`src/rtl/riscv_biu_ahb.sv`:
```
// riscv_biu_ahb
// Converts the single arbitrated BIU request stream into AMBA3 AHB-Lite master
// transfers. Address and data phases are pipelined. Burst addresses (INCRn and
// WRAPn) are generated locally from the latched start address, size and type.
//
// Optional feature macro: BIU_RDATA_REG_EN
//   defined   : biu_q_o, biu_ack_o, biu_err_o, biu_adro_o registered (+1 cycle)
//   undefined : those outputs follow HRDATA/HREADY/HRESP combinationally
//
// Ports
//   clk_i, rst_ni         clock, asynchronous active-low reset
//   biu_req_i             access request from the BIU port mux
//   biu_req_ack_o         request taken (first address phase loads at this edge)
//   biu_d_ack_o           write data of current beat sampled; present next beat
//   biu_adri_i            access start address
//   biu_adro_o            address of the beat being acknowledged
//   biu_size_i            HSIZE encoding
//   biu_type_i            HBURST encoding
//   biu_lock_i            locked access
//   biu_prot_i            protection
//   biu_we_i              write enable
//   biu_d_i / biu_q_o     write / read data
//   biu_ack_o, biu_err_o  per-beat completion / error
//   H*                    AHB-Lite master interface
module riscv_biu_ahb #(
    parameter int unsigned XLEN = 64,
    parameter int unsigned PLEN = 64
) (
    input  logic            clk_i,
    input  logic            rst_ni,

    input  logic            biu_req_i,
    output logic            biu_req_ack_o,
    output logic            biu_d_ack_o,
    input  logic [PLEN-1:0] biu_adri_i,
    output logic [PLEN-1:0] biu_adro_o,
    input  logic [2:0]      biu_size_i,
    input  logic [2:0]      biu_type_i,
    input  logic            biu_lock_i,
    input  logic [2:0]      biu_prot_i,
    input  logic            biu_we_i,
    input  logic [XLEN-1:0] biu_d_i,
    output logic [XLEN-1:0] biu_q_o,
    output logic            biu_ack_o,
    output logic            biu_err_o,

    output logic            HSEL,
    output logic [PLEN-1:0] HADDR,
    output logic [XLEN-1:0] HWDATA,
    input  logic [XLEN-1:0] HRDATA,
    output logic            HWRITE,
    output logic [2:0]      HSIZE,
    output logic [2:0]      HBURST,
    output logic [3:0]      HPROT,
    output logic [1:0]      HTRANS,
    output logic            HMASTLOCK,
    input  logic            HREADY,
    input  logic            HRESP
);

    localparam int unsigned CNT_W = 4;

    typedef enum logic [1:0] {
        HTRANS_IDLE   = 2'd0,
        HTRANS_BUSY   = 2'd1,
        HTRANS_NONSEQ = 2'd2,
        HTRANS_SEQ    = 2'd3
    } htrans_t;

    // Remaining beats after the first, from the HBURST encoding
    function automatic logic [CNT_W-1:0] beats_m1(input logic [2:0] burst);
        logic [CNT_W-1:0] n;
        case (burst)
            3'd2, 3'd3: n = CNT_W'(3);
            3'd4, 3'd5: n = CNT_W'(7);
            3'd6, 3'd7: n = CNT_W'(15);
            default:    n = CNT_W'(0);
        endcase
        return n;
    endfunction

    function automatic logic is_wrap(input logic [2:0] burst);
        return (burst == 3'd2) || (burst == 3'd4) || (burst == 3'd6);
    endfunction

    // Address-phase state
    htrans_t          tr_q;
    logic [PLEN-1:0]  haddr_q;
    logic [2:0]       size_q;
    logic [2:0]       burst_q;
    logic [2:0]       prot_q;
    logic             we_q;
    logic             lock_q;
    logic [CNT_W-1:0] cnt_q;
    logic [XLEN-1:0]  hwdata_q;
    logic             live_q;

    // Data-phase state
    logic             dp_valid_q;
    logic             dp_we_q;
    logic [PLEN-1:0]  dp_addr_q;

    logic             addr_active_c;
    logic             err_c;
    logic             accept_c;
    logic             next_beat_c;
    logic             d_ack_c;
    logic [PLEN-1:0]  incr_c;
    logic [PLEN-1:0]  sum_c;
    logic [PLEN-1:0]  wrap_blk_c;
    logic [PLEN-1:0]  wrap_mask_c;
    logic [PLEN-1:0]  next_addr_c;
    logic             rsp_ack_c;
    logic             rsp_err_c;
    logic [XLEN-1:0]  rsp_q_c;

    // Handshake decode; any data phase with HRESP=ERROR cancels the burst
    always_comb begin
        addr_active_c = (tr_q == HTRANS_NONSEQ) || (tr_q == HTRANS_SEQ);
        err_c         = dp_valid_q & HRESP;
        accept_c      = live_q & HREADY & biu_req_i & ~err_c &
                        (~addr_active_c | (cnt_q == CNT_W'(0)));
        next_beat_c   = addr_active_c & HREADY & ~err_c & (cnt_q != CNT_W'(0));
        d_ack_c       = addr_active_c & we_q & HREADY & ~err_c;
    end

    // Next burst address: WRAPn keeps bits above the n<<size block boundary
    always_comb begin
        incr_c      = PLEN'(1) << size_q;
        sum_c       = haddr_q + incr_c;
        wrap_blk_c  = (PLEN'(beats_m1(burst_q)) + PLEN'(1)) << size_q;
        wrap_mask_c = wrap_blk_c - PLEN'(1);
        next_addr_c = is_wrap(burst_q) ? ((haddr_q & ~wrap_mask_c) | (sum_c & wrap_mask_c))
                                       : sum_c;
    end

    // Address-phase FSM (state is the registered HTRANS) and data-phase pipe
    always_ff @(posedge clk_i or negedge rst_ni) begin
        if (!rst_ni) begin
            tr_q       <= HTRANS_IDLE;
            haddr_q    <= '0;
            size_q     <= '0;
            burst_q    <= '0;
            prot_q     <= '0;
            we_q       <= 1'b0;
            lock_q     <= 1'b0;
            cnt_q      <= '0;
            hwdata_q   <= '0;
            live_q     <= 1'b0;
            dp_valid_q <= 1'b0;
            dp_we_q    <= 1'b0;
            dp_addr_q  <= '0;
        end else begin
            // Holds off new requests until the first clock after reset release
            live_q <= 1'b1;

            if (err_c) begin
                tr_q   <= HTRANS_IDLE;
                cnt_q  <= '0;
                lock_q <= 1'b0;
            end else if (HREADY) begin
                if (accept_c) begin
                    tr_q    <= HTRANS_NONSEQ;
                    haddr_q <= biu_adri_i;
                    size_q  <= biu_size_i;
                    burst_q <= biu_type_i;
                    prot_q  <= biu_prot_i;
                    we_q    <= biu_we_i;
                    lock_q  <= biu_lock_i;
                    cnt_q   <= beats_m1(biu_type_i);
                end else if (next_beat_c) begin
                    tr_q    <= HTRANS_SEQ;
                    haddr_q <= next_addr_c;
                    cnt_q   <= cnt_q - CNT_W'(1);
                end else begin
                    tr_q    <= HTRANS_IDLE;
                    lock_q  <= 1'b0;
                end
            end

            if (HREADY) begin
                dp_valid_q <= addr_active_c & ~err_c;
                if (addr_active_c && !err_c) begin
                    dp_we_q   <= we_q;
                    dp_addr_q <= haddr_q;
                end
            end

            if (d_ack_c) begin
                hwdata_q <= biu_d_i;
            end
        end
    end

    // Response decode for the beat in its data phase
    always_comb begin
        rsp_ack_c = dp_valid_q & HREADY & ~HRESP;
        rsp_err_c = dp_valid_q & HREADY & HRESP;
        rsp_q_c   = (dp_valid_q && !dp_we_q) ? HRDATA : '0;
    end

`ifdef BIU_RDATA_REG_EN
    logic             rsp_ack_q;
    logic             rsp_err_q;
    logic [XLEN-1:0]  rsp_q_q;
    logic [PLEN-1:0]  rsp_adr_q;

    // Response retimed by one cycle toward the core
    always_ff @(posedge clk_i or negedge rst_ni) begin
        if (!rst_ni) begin
            rsp_ack_q <= 1'b0;
            rsp_err_q <= 1'b0;
            rsp_q_q   <= '0;
            rsp_adr_q <= '0;
        end else begin
            rsp_ack_q <= rsp_ack_c;
            rsp_err_q <= rsp_err_c;
            rsp_q_q   <= rsp_q_c;
            rsp_adr_q <= dp_addr_q;
        end
    end

    assign biu_ack_o  = rsp_ack_q;
    assign biu_err_o  = rsp_err_q;
    assign biu_q_o    = rsp_q_q;
    assign biu_adro_o = rsp_adr_q;
`else
    assign biu_ack_o  = rsp_ack_c;
    assign biu_err_o  = rsp_err_c;
    assign biu_q_o    = rsp_q_c;
    assign biu_adro_o = dp_addr_q;
`endif

    assign biu_req_ack_o = accept_c;
    assign biu_d_ack_o   = d_ack_c;

    // First error cycle drops the pending address phase on the bus at once
    assign HTRANS    = err_c ? HTRANS_IDLE : tr_q;
    assign HSEL      = ~err_c & (tr_q != HTRANS_IDLE);
    assign HADDR     = haddr_q;
    assign HWDATA    = hwdata_q;
    assign HWRITE    = we_q;
    assign HSIZE     = size_q;
    assign HBURST    = burst_q;
    assign HPROT     = {1'b0, prot_q};
    assign HMASTLOCK = lock_q;

endmodule

```
`config.mk`:
```
export PLATFORM = sky130hd
export DESIGN_NAME = riscv_biu_ahb
export DESIGN_NICKNAME = d
export VERILOG_FILES = /design/src/rtl/riscv_biu_ahb.sv
export SDC_FILE = /design/constraint.sdc
export NUM_CORES = 1
export LEC_CHECK = 0
export ABC_CLOCK_PERIOD_IN_PS = 3400
export BUFFER_PORTS_ARGS = -buffer_cell sky130_fd_sc_hd__buf_4
export CAP_MARGIN = 25
export CORE_MARGIN = 8
export CORE_UTILIZATION = 30
export CTS_CLUSTER_SIZE = 12
export DETAILED_ROUTE_END_ITERATION = 8
export PLACE_DENSITY = 0.53
export SLEW_MARGIN = 40
export SYNTH_ARGS = -nofsm -noshare
export SYNTH_HDL_FRONTEND = slang
export SYNTH_SLANG_ARGS = --single-unit
```
`constraint.sdc`:
```
create_clock -name clk_i -period 3.4 [get_ports clk_i]
set_input_delay 0.85 -clock clk_i [delete_from_list [all_inputs] [get_ports clk_i]]
set_output_delay 0.85 -clock clk_i [all_outputs]
set_load 0.05 [all_outputs]
```
==> flow_summary.toml <==
[synth]
ys_seq_area_frac = 0.468
post_synth.cell_area_avg_um2 = 8.99
synth_ff_type = "dfrtp_1"
syn-cell-area_mm2 = 0.0113
synth_area_leaders = "dfrtp_1 47%, nand2_1 12%, mux2_2 5.2%"
synth_cells = 1262
async_flop_share = 1.00
yosys_warnings = 0
synthDistinctLibCells = 86
synth_top_area_cell = "dfrtp_1"
synth_top_area_frac = 0.468
yosys_register_bits = 212
synth_edf_count = 0
syn_nets = 1483

[finish]
n_fill_cell = 3829
drive_gt1_frac = 0.373
instances_no_fill = 2267
multi_input_area_mm2 = 0.00563
area_growth_pct = 45.7
postLayoutCellArea_mm2 = 0.0165
final_core_utilization = 0.441
regArea_mm2 = 0.00531
num-nets-final = 1958

[pwr]
peakVddDrop_mv = 0.837
p_leak_nw = 7.90
power_density_mw_per_mm2 = 1130

[critical_path]
crit_chain = "inv_1, ha_1, or3b_4, a211o_2, inv_2, buf_4"
worst_ep_arrival_time_ps = 2450
critPathSlowestCell = "a211o_2"
cp-start-kind = "flip-flop"
critPathRequiredTime_ps = 2550
critPathKind = "flip-flop to output port"
critPathMaxFanout = 11
end_kind = "output port"
max_stage_delay_ps = 470

[placed_design]
pre_cts_ws_ps = 279
dp_hpwl_mm = 38.1
place_congestion = 0.907
port_buffers = 481
dp.cells = 2219
dpl_cell_area_mm2 = 0.0157

[worst_hold_path]
hold_class = "input port to asynchronous set/reset pin"

[global_routing]
grtUsageMet2 = 0.346
grt_pass1_vias = 11297
globalRouteMet3Util = 0.0443
grtUsageTotal = 0.213
met1_usage = 0.282
grt_most_used_layer = "met2"
grt_max_degree = 72
antenna_found_initial = 1
grt-ovfl-total = 0
grt_pass1_wl_mm = 73.7

[die]
rows = 71
pin_count = 483
die-area_mm2 = 0.0443
start_util = 0.303
die_x_um = 210
coreArea_mm2 = 0.0375
die_h_um = 210

[routing]
dr.first_iter.drc_count = 894
via_count = 11478
wl_mm = 50.0
drtAntennaViolNets = 0
viasPerCell = 5.06
drt_pass1_iterations = 5
drc = 0
wl_per_cell_um = 22.1

[cts]
cts_buffers = 27
clk_path_buf_depth = 3
insertion_delay_ps = 550
cts_hold_buf = 0
cts-root-buf = "clkbuf_16"
clkSinkCount = 212
cts_tree = "built"
h-tree-depth = 1
post_cts_buffers = 0
clk_pin_slew_ps = 60

[sta]
finalHoldViolations = 0
period_share = 0.969
rsz0062_at_grt = "false"
tightest_slew_ps = 734
period_minus_slack_ps = 3300
fin_worst_skew_ps = 24.2
setup_violations = 0
slew-limit-headroom = 0.509
worst_slack_ps = 104
totalNegativeSetupSlack_ps = 0
fmax_ghz = 0.303
slew_violations = 0

[run_status]
status = "finished clean"

[flow_run]
drv_cap = 0
==> power by group <==
group	switching [mW]	internal (mW)	total, mW
Sequential	1.07	3.58	4.65
Clock	1.16	1.62	2.78
Combinational	7.72	3.47	11.2
==> worst max-delay path: cells and delay by family, from the launching register on <==
family	cells	cell delay, ps
compound gates	1	470
flops	1	410
simple gates	1	400
buf+inv	3	480
fa+ha+maj	1	150
==> metal layers <==
metal	vias up	wire, µm
li1	5433	-
met3	65	3320
met5	-	0
met1	5551	21600
met4	0	1250
met2	429	23800
==> placed cells by master, fill, tap and decap left out, drive strengths merged, types with 4 or more instances in the layout <==
master / count
and3: 19
a21boi: 4
nor2: 47
o311ai: 16
xor2: 4
and2: 74
and4: 5
clkinv: 8
o31a: 4
nor3: 17
xnor2: 5
a21o: 4
a21oi: 25
dfrtp: 212
o211ai: 22
clkbuf: 39
inv: 14
o31ai: 5
nand2: 350
o21ai: 43
mux2i: 4
or4: 12
o22ai: 5
nand2b: 6
or3: 13
a211o: 4
nand4: 27
nand3: 45
a22oi: 25
a22o: 8
a31oi: 10
mux2: 52
buf: 531
ha: 12
nor4: 17
a221o: 9
a211oi: 6
==> path summary, 6_finish.rpt <==
check | from | end | depth (start not counted) | slack [ps]
max in group asynchronous | rst_ni | HWDATA[10]$_DFFE_PN0P_ | 2 | 2330
worst min register to register | tr_q[0]$_DFFE_PN0P_ | tr_q[0]$_DFFE_PN0P_ | 2 | 460
worst max-delay path | cnt_q[0]$_DFFE_PN0P_ | biu_req_ack_o | 6 | 100
worst min-delay path | rst_ni | biu_adro_o[33]$_DFFE_PN0P_ | 1 | 230
min in group clk_i | tr_q[0]$_DFFE_PN0P_ | tr_q[0]$_DFFE_PN0P_ | 2 | 460
worst max register to register | HSIZE[2]$_DFFE_PN0P_ | flip-flop | 10 | 260
==> cells in the mapped netlist (5+ instances only) <==
cell,count
o211ai_1,22
a22o_1,8
nand4_1,25
nor4_1,16
a21oi_1,25
nand3_1,44
nor3_1,16
and3_1,18
a211oi_1,6
nand2b_1,6
nor2_1,47
and4_1,5
o31ai_1,5
and2_1,71
xnor2_1,5
o22ai_1,5
nand2_1,350
buf_2,5
ha_1,12
or4_1,10
or3_1,13
dfrtp_1,212
inv_1,14
buf_1,8
a22oi_1,25
o21ai_0,42
mux2_2,52
a31oi_1,10
a221o_1,9
clkbuf_1,67
o311ai_0,15
==> timing repair <==
action / in CTS / in global routing
resized for setup: 0 / 1
hold endpoints to repair: 0 / 0
setup endpoints to repair: 0 / 1
==> layout make-up <==
type                    count  share of cell area
multi-input cells         951               0.340
flip-flops and latches    212               0.321
repair buffers            531               0.245
clock buffers              39              0.0484
well taps                 511              0.0387
inverters                  14             0.00318
clock inverters             8             0.00288
diodes                      1            0.000151
==> kinds of logic (layout without fill, tap and decap cells) <==
| logic type | after synthesis | in the layout | share of synthesized area |
|---|---|---|---|
| mux | 56 | 56 | 0.0551 |
| simple gates | 646 | 646 | 0.273 |
| compound gates | 225 | 225 | 0.143 |
| buf+inv | 99 | 592 | 0.0382 |
| flops | 212 | 212 | 0.468 |
| fa+ha+maj | 13 | 13 | 0.0150 |
| xor+xnor | 9 | 9 | 0.00695 |
| other cells | 2 | 3 | 0.000662 |
==> per-stage QoR <==
step / power, mW / hold WS (ps)
global placement: 15.8 / 455
CTS: 18.8 / 238
floorplan: 11.9 / 439
global route: 19.6 / 256
detailed placement: 15.9 / 456
finish: 18.6 / 230
No activity file was read; power rests on OpenSTA's default activity.
